File: src/rtl/fir_controller.sv
// fir_controller: sequencer for the shared 4-tap FIR datapath.
// Issues the 13-step shift/multiply/accumulate sequence per sample and
// arbitrates the datapath between that sequence and coefficient loads.
module fir_controller (
    input  logic       clk,
    input  logic       n_rst,
    input  logic       dr,
    input  logic       lc,
    input  logic [1:0] coefficient_num,
    input  logic       overflow,
    output logic       modwait,
    output logic [2:0] op,
    output logic [3:0] src1,
    output logic [3:0] src2,
    output logic [3:0] dest,
    output logic       cnt_up,
    output logic       clear,
    output logic       err
);

    typedef enum logic [3:0] {
        IDLE, EIDLE, SH3, SH2, SH1, STORE, MUL0, CPY0,
        MUL1, SUB1, MUL2, ADD2, MUL3, SUB3, DONE, LOADC
    } state_t;

    localparam logic [2:0] OP_NOP   = 3'b000;
    localparam logic [2:0] OP_COPY  = 3'b001;
    localparam logic [2:0] OP_LOAD1 = 3'b010;
    localparam logic [2:0] OP_LOAD2 = 3'b011;
    localparam logic [2:0] OP_ADD   = 3'b100;
    localparam logic [2:0] OP_SUB   = 3'b101;
    localparam logic [2:0] OP_MUL   = 3'b110;

    state_t     state_q, state_d;
    logic       pending_q, pending_d;
    logic [1:0] pidx_q, pidx_d;
    logic [1:0] cidx_q, cidx_d;
    logic       modwait_q, modwait_d;
    logic       err_q, err_d;

    // State, pending-request and handshake flags
    always_ff @(posedge clk or negedge n_rst) begin
        if (!n_rst) begin
            state_q   <= IDLE;
            pending_q <= 1'b0;
            pidx_q    <= '0;
            cidx_q    <= '0;
            modwait_q <= 1'b0;
            err_q     <= 1'b0;
        end else begin
            state_q   <= state_d;
            pending_q <= pending_d;
            pidx_q    <= pidx_d;
            cidx_q    <= cidx_d;
            modwait_q <= modwait_d;
            err_q     <= err_d;
        end
    end

    // Next-state, pending capture and registered flag inputs
    always_comb begin
        state_d   = state_q;
        pending_d = pending_q;
        pidx_d    = pidx_q;
        cidx_d    = cidx_q;
        unique case (state_q)
            IDLE, EIDLE: begin
                if (lc) begin
                    state_d = LOADC;
                    cidx_d  = coefficient_num;
                end else if (pending_q) begin
                    state_d = LOADC;
                    cidx_d  = pidx_q;
                end else if (dr) begin
                    state_d = SH3;
                end
            end
            SH3:   state_d = SH2;
            SH2:   state_d = SH1;
            SH1:   state_d = STORE;
            STORE: state_d = MUL0;
            MUL0:  state_d = CPY0;
            CPY0:  state_d = MUL1;
            MUL1:  state_d = SUB1;
            SUB1:  state_d = overflow ? EIDLE : MUL2;
            MUL2:  state_d = ADD2;
            ADD2:  state_d = overflow ? EIDLE : MUL3;
            MUL3:  state_d = SUB3;
            SUB3:  state_d = overflow ? EIDLE : DONE;
            // A request queued during the sequence is serviced straight
            // out of DONE so the loader sees no idle gap; an lc in DONE
            // itself is the newest index and replaces the queued one.
            DONE: begin
                if (pending_q) begin
                    state_d = LOADC;
                    cidx_d  = lc ? coefficient_num : pidx_q;
                end else begin
                    state_d = IDLE;
                end
            end
            LOADC: state_d = IDLE;
            default: state_d = IDLE;
        endcase

        if (lc && state_q != IDLE && state_q != EIDLE) begin
            pending_d = 1'b1;
            pidx_d    = coefficient_num;
        end
        if (state_d == LOADC) begin
            pending_d = 1'b0;
        end

        modwait_d = (state_d != IDLE && state_d != EIDLE) || pending_d;
        err_d     = (state_d == EIDLE);
    end

    // Moore datapath control decoded from the current state
    always_comb begin
        op     = OP_NOP;
        src1   = '0;
        src2   = '0;
        dest   = '0;
        cnt_up = 1'b0;
        clear  = 1'b0;
        unique case (state_q)
            SH3:   begin op = OP_COPY;  src1 = 4'd3;  dest = 4'd4; end
            SH2:   begin op = OP_COPY;  src1 = 4'd2;  dest = 4'd3; end
            SH1:   begin op = OP_COPY;  src1 = 4'd1;  dest = 4'd2; end
            STORE: begin op = OP_LOAD1; dest = 4'd1; end
            MUL0:  begin op = OP_MUL;   src1 = 4'd1;  src2 = 4'd6;  dest = 4'd10; end
            CPY0:  begin op = OP_COPY;  src1 = 4'd10; dest = 4'd0; end
            MUL1:  begin op = OP_MUL;   src1 = 4'd2;  src2 = 4'd7;  dest = 4'd10; end
            SUB1:  begin op = OP_SUB;   src1 = 4'd0;  src2 = 4'd10; dest = 4'd0; end
            MUL2:  begin op = OP_MUL;   src1 = 4'd3;  src2 = 4'd8;  dest = 4'd10; end
            ADD2:  begin op = OP_ADD;   src1 = 4'd0;  src2 = 4'd10; dest = 4'd0; end
            MUL3:  begin op = OP_MUL;   src1 = 4'd4;  src2 = 4'd9;  dest = 4'd10; end
            SUB3:  begin op = OP_SUB;   src1 = 4'd0;  src2 = 4'd10; dest = 4'd0; end
            DONE:  begin cnt_up = 1'b1; end
            LOADC: begin
                op    = OP_LOAD2;
                dest  = 4'd6 + {2'b00, cidx_q};
                clear = (cidx_q == 2'd0);
            end
            default: ;
        endcase
    end

    assign modwait = modwait_q;
    assign err     = err_q;

endmodule

File: config.mk
export PLATFORM = sky130hd
export DESIGN_NAME = fir_controller
export DESIGN_NICKNAME = d
export VERILOG_FILES = /design/src/rtl/fir_controller.sv
export SDC_FILE = /design/constraint.sdc
export NUM_CORES = 1
export LEC_CHECK = 0
export CAP_MARGIN = 40
export CELL_PAD_IN_SITES_DETAIL_PLACEMENT = 1
export CELL_PAD_IN_SITES_GLOBAL_PLACEMENT = 1
export CORE_ASPECT_RATIO = 1.5
export CORE_UTILIZATION = 35
export CTS_CLUSTER_SIZE = 12
export DETAILED_ROUTE_END_ITERATION = 8
export DONT_BUFFER_PORTS = 1
export PLACE_DENSITY = 0.71
export SLEW_MARGIN = 15
export SYNTH_ARGS = -nofsm -noshare
export SYNTH_HDL_FRONTEND = slang
export SYNTH_SLANG_ARGS = --single-unit
File: constraint.sdc
create_clock -name clk -period 2.7 [get_ports clk]
set_input_delay 0.54 -clock clk [delete_from_list [all_inputs] [get_ports clk]]
set_output_delay 0.54 -clock clk [all_outputs]
set_load 0.01 [all_outputs]
==> impl_metrics.csv <==
group,metric,value,unit
critical_path,r2r.worst_path.cells,4,
sta,final_sum_of_negative_setup_slack,0,ps
layout,finalInstanceArea,963,µm²
logic_synthesis,postSynth.topFlopCell,"sky130_fd_sc_hd__dfrtp_1",
sta,slew_headroom,55.6,%
critical_path,worstReg2RegStart,"state_q[2]",
logic_synthesis,avg_cell_area_syn,7.93,µm²
placed_design,portBuffers,0,
logic_synthesis,synthTopCellsByArea,"sky130_fd_sc_hd__dfrtp_1 30%, sky130_fd_sc_hd__mux2_2 6.1%, sky130_fd_sc_hd__nor2_1 6.1%",
grt,grt-ovfl-total,0,
layout,num_antenna_cells,0,
power_and_ir_drop,cellPowerDensity,1480,nW/µm²
logic_synthesis,share_of_synthesized_area_occupied_by_flip_flops_and_latches,29.9,%
clock_network,clock_insertion_delay_worst_skew,270,ps
sta,finalCritPeriodShare,94.6,%
worst_hold_path,hold_wc_path_type,"primary input to flop",
clock_network,cts_root_buf,"sky130_fd_sc_hd__clkbuf_4",
die,die_h,64.8,µm
placed_design,detailedPlacementHpwl,1.93,mm
run_status,outcome,"finished, violations left",
critical_path,crit_type,"flop to output port",
sta,max_clock_freq,392,MHz
layout,synthesis_to_finish_area_growth,4.76,%
layout,fin_util,38.9,%
logic_synthesis,synth_edf_count,0,
critical_path,data_arrival_time_of_the_critical_path,2010,ps
sta,timing.final.crit_period,2550,ps
worst_hold_path,hold_path_startpoint,"coefficient_num[1]",
clock_network,clockBufferDepth,2,
layout,final_cells,139,
clock_network,tritoncts,"done",
logic_synthesis,synth.lib_cells_used.distinct,39,
sta,worst_slew_pin_slew,667,ps
power_and_ir_drop,post-layout-total-power,1430,µW
die,num_io_pins,26,
route,route.detailed.vias_per_inst,5.94,
route,via_count,826,
critical_path,regToRegSetupSlack,380,ps
route,final_routed_drc_violation_total,1,
die,dieArea,2840,µm²
worst_hold_path,whs_path_depth,1,
route,avgRoutedWirePerCell,17.9,µm
clock_network,clkTransAtPathRegs,60,ps
sta,setup_viol,0,
layout,share_of_final_layout_standard_cells_stronger_than_drive_strength_1,14.8,%
clock_network,numClockSinks,11,
critical_path,cp_data_required_time,2160,ps
route,drt-initial-drc-count,10,
placed_design,placed_cell_area,927,µm²
placed_design,place_inst,134,
flow_run,max_cap_viol_count,0,
die,fp.dieW,43.9,µm
critical_path,critical_path.startpoint_type,"flop",
power_and_ir_drop,power.ir.vdd_worst,0.547,mV
clock_network,cts.repair.resized,0,
logic_synthesis,synthesis_stage_register_bit_count,11,
logic_synthesis,yosysTopAreaCellShare,29.9,%
grt,first_pass_grt_wire_length,4.15,mm
die,placeableCoreArea,2480,µm²
grt,grtUsageTotal,19.6,%
layout,nets,123,
logic_synthesis,async_flop_share,100,%
die,floorplan.initialDensity,37.1,%
logic_synthesis,synth_nets,123,
sta,unrepaired_setup_endpoints_after_global_routing,"no",
run_status,failing_checks,"DRC",
sta,clock_skew,0.468,ps
worst_hold_path,whs_endpoint,"pidx_q[1]",
power_and_ir_drop,power_leakage,0.000384,µW
route,postRouteWirelength,2.49,mm
critical_path,end_kind,"output port",
die,num_rows,22,
sta,slew_violations,0,
logic_synthesis,synthesis.instances,116,
grt,first_global_vias,845,
placed_design,gp_congestion,0.810,
logic_synthesis,synth.largest_area_cell,"sky130_fd_sc_hd__dfrtp_1",
critical_path,crit-reg2reg-capture,"cidx_q[0]",
route,drt_pass1_iterations,8,
logic_synthesis,post_synth_most_frequent_cells,"15 x sky130_fd_sc_hd__nor2_1, 14 x sky130_fd_sc_hd__nand2_1, 11 x sky130_fd_sc_hd__dfrtp_1, 8 x sky130_fd_sc_hd__o21ai_0, 6 x sky130_fd_sc_hd__nand2b_1",
logic_synthesis,synthMostInstantiatedCell,"sky130_fd_sc_hd__nor2_1",
clock_network,cts_htree_levels,1,
clock_network,cts_made_buffers,3,
grt,maximum_number_of_pins_on_one_net_before_global_route_repair,25,
grt,grt_antenna_before_repair,0,
critical_path,peak_fanout_along_the_critical_path,24,
logic_synthesis,mappedNetlistArea,920,µm²
logic_synthesis,ys_warn_count,0,
route,route.antenna.remaining_nets,0,
sta,timing_hold_violations_final,0,
## flip-flops by register name, summed over array words and instances, names as in the netlist
register,cells
state_q,4
cidx_q,2
modwait,1
err,1
pidx_q,2
pending_q,1
## cell families (layout without fill, tap and decap cells)
kind of cell / after synthesis / count (layout) / share of synthesized area [%]
AO/OA/AOI/OAI: 29 / 29 / 24.1
buffers and inverters: 15 / 14 / 7.75
multiplexers: 8 / 8 / 9.66
AND/OR/NAND/NOR: 53 / 53 / 28.6
flip-flops: 11 / 11 / 29.9
## critical path, cell delays in order (launching register included)
cell                      delay, ps
sky130_fd_sc_hd__dfrtp_1        770
sky130_fd_sc_hd__inv_1          140
sky130_fd_sc_hd__or3_1          340
sky130_fd_sc_hd__a21oi_1        290
sky130_fd_sc_hd__or2_1          200
## power by group
| group | internal [µW] | total [µW] | switching [µW] |
|---|---|---|---|
| registers | 234 | 406 | 172 |
| clock network | 57.3 | 111 | 53.8 |
| logic | 347 | 910 | 563 |
## layout by cell type (no fill, tap or decap), drive strengths merged, types with 2 or more instances in the layout
cell,n
dfrtp,11
a21oi,5
nor2,15
clkbuf,4
nor2b,3
nand2,14
mux2,7
a211oi,2
buf,4
inv,5
o21ai,9
nor3,4
or3,2
nand3,3
a221oi,2
o22ai,2
or2,2
nand2b,6
## cell type report
class / instances / area (µm²)
Clock buffer: 4 / 26.3
Timing Repair Buffer: 5 / 40.0
Fill cell: 308 / 1510
Multi-Input combinational cell: 90 / 573
Sequential cell: 11 / 275
Tap cell: 24 / 30.0
Inverter: 5 / 18.8
## through the flow
step,worst slack [ps],hold slack (ps)
floorplan,698,244
global placement,441,245
detailed placement,365,245
CTS,153,405
global route,50.3,405
finish,146,416
## metal layers
layer | share of wire [%] | global-route usage, % | up-vias
met2 | 55 | 36.2 | 20
met5 | 0 | 0 | -
li1 | - | - | 410
met4 | 2.2 | 9.09 | 0
met1 | 39 | 21.6 | 391
met3 | 3.8 | 1.95 | 5
## what timing repair did
action                    in CTS  in global routing
hold endpoints to repair      11                  0
buffers inserted               0                  0
hold buffers                   1                  0
## worst max-delay path by stage
stage / end / cells after the start / from
floorplan: op[2] / 6 / state_q[3]
global placement: cidx_q[0] / 4 / state_q[2]
detailed placement: cidx_q[0] / 4 / state_q[2]
CTS: op[2] / 4 / state_q[3]
global route: op[2] / 5 / state_q[2]
finish: op[2] / 4 / state_q[3]
(Power assumes the default switching activity.)
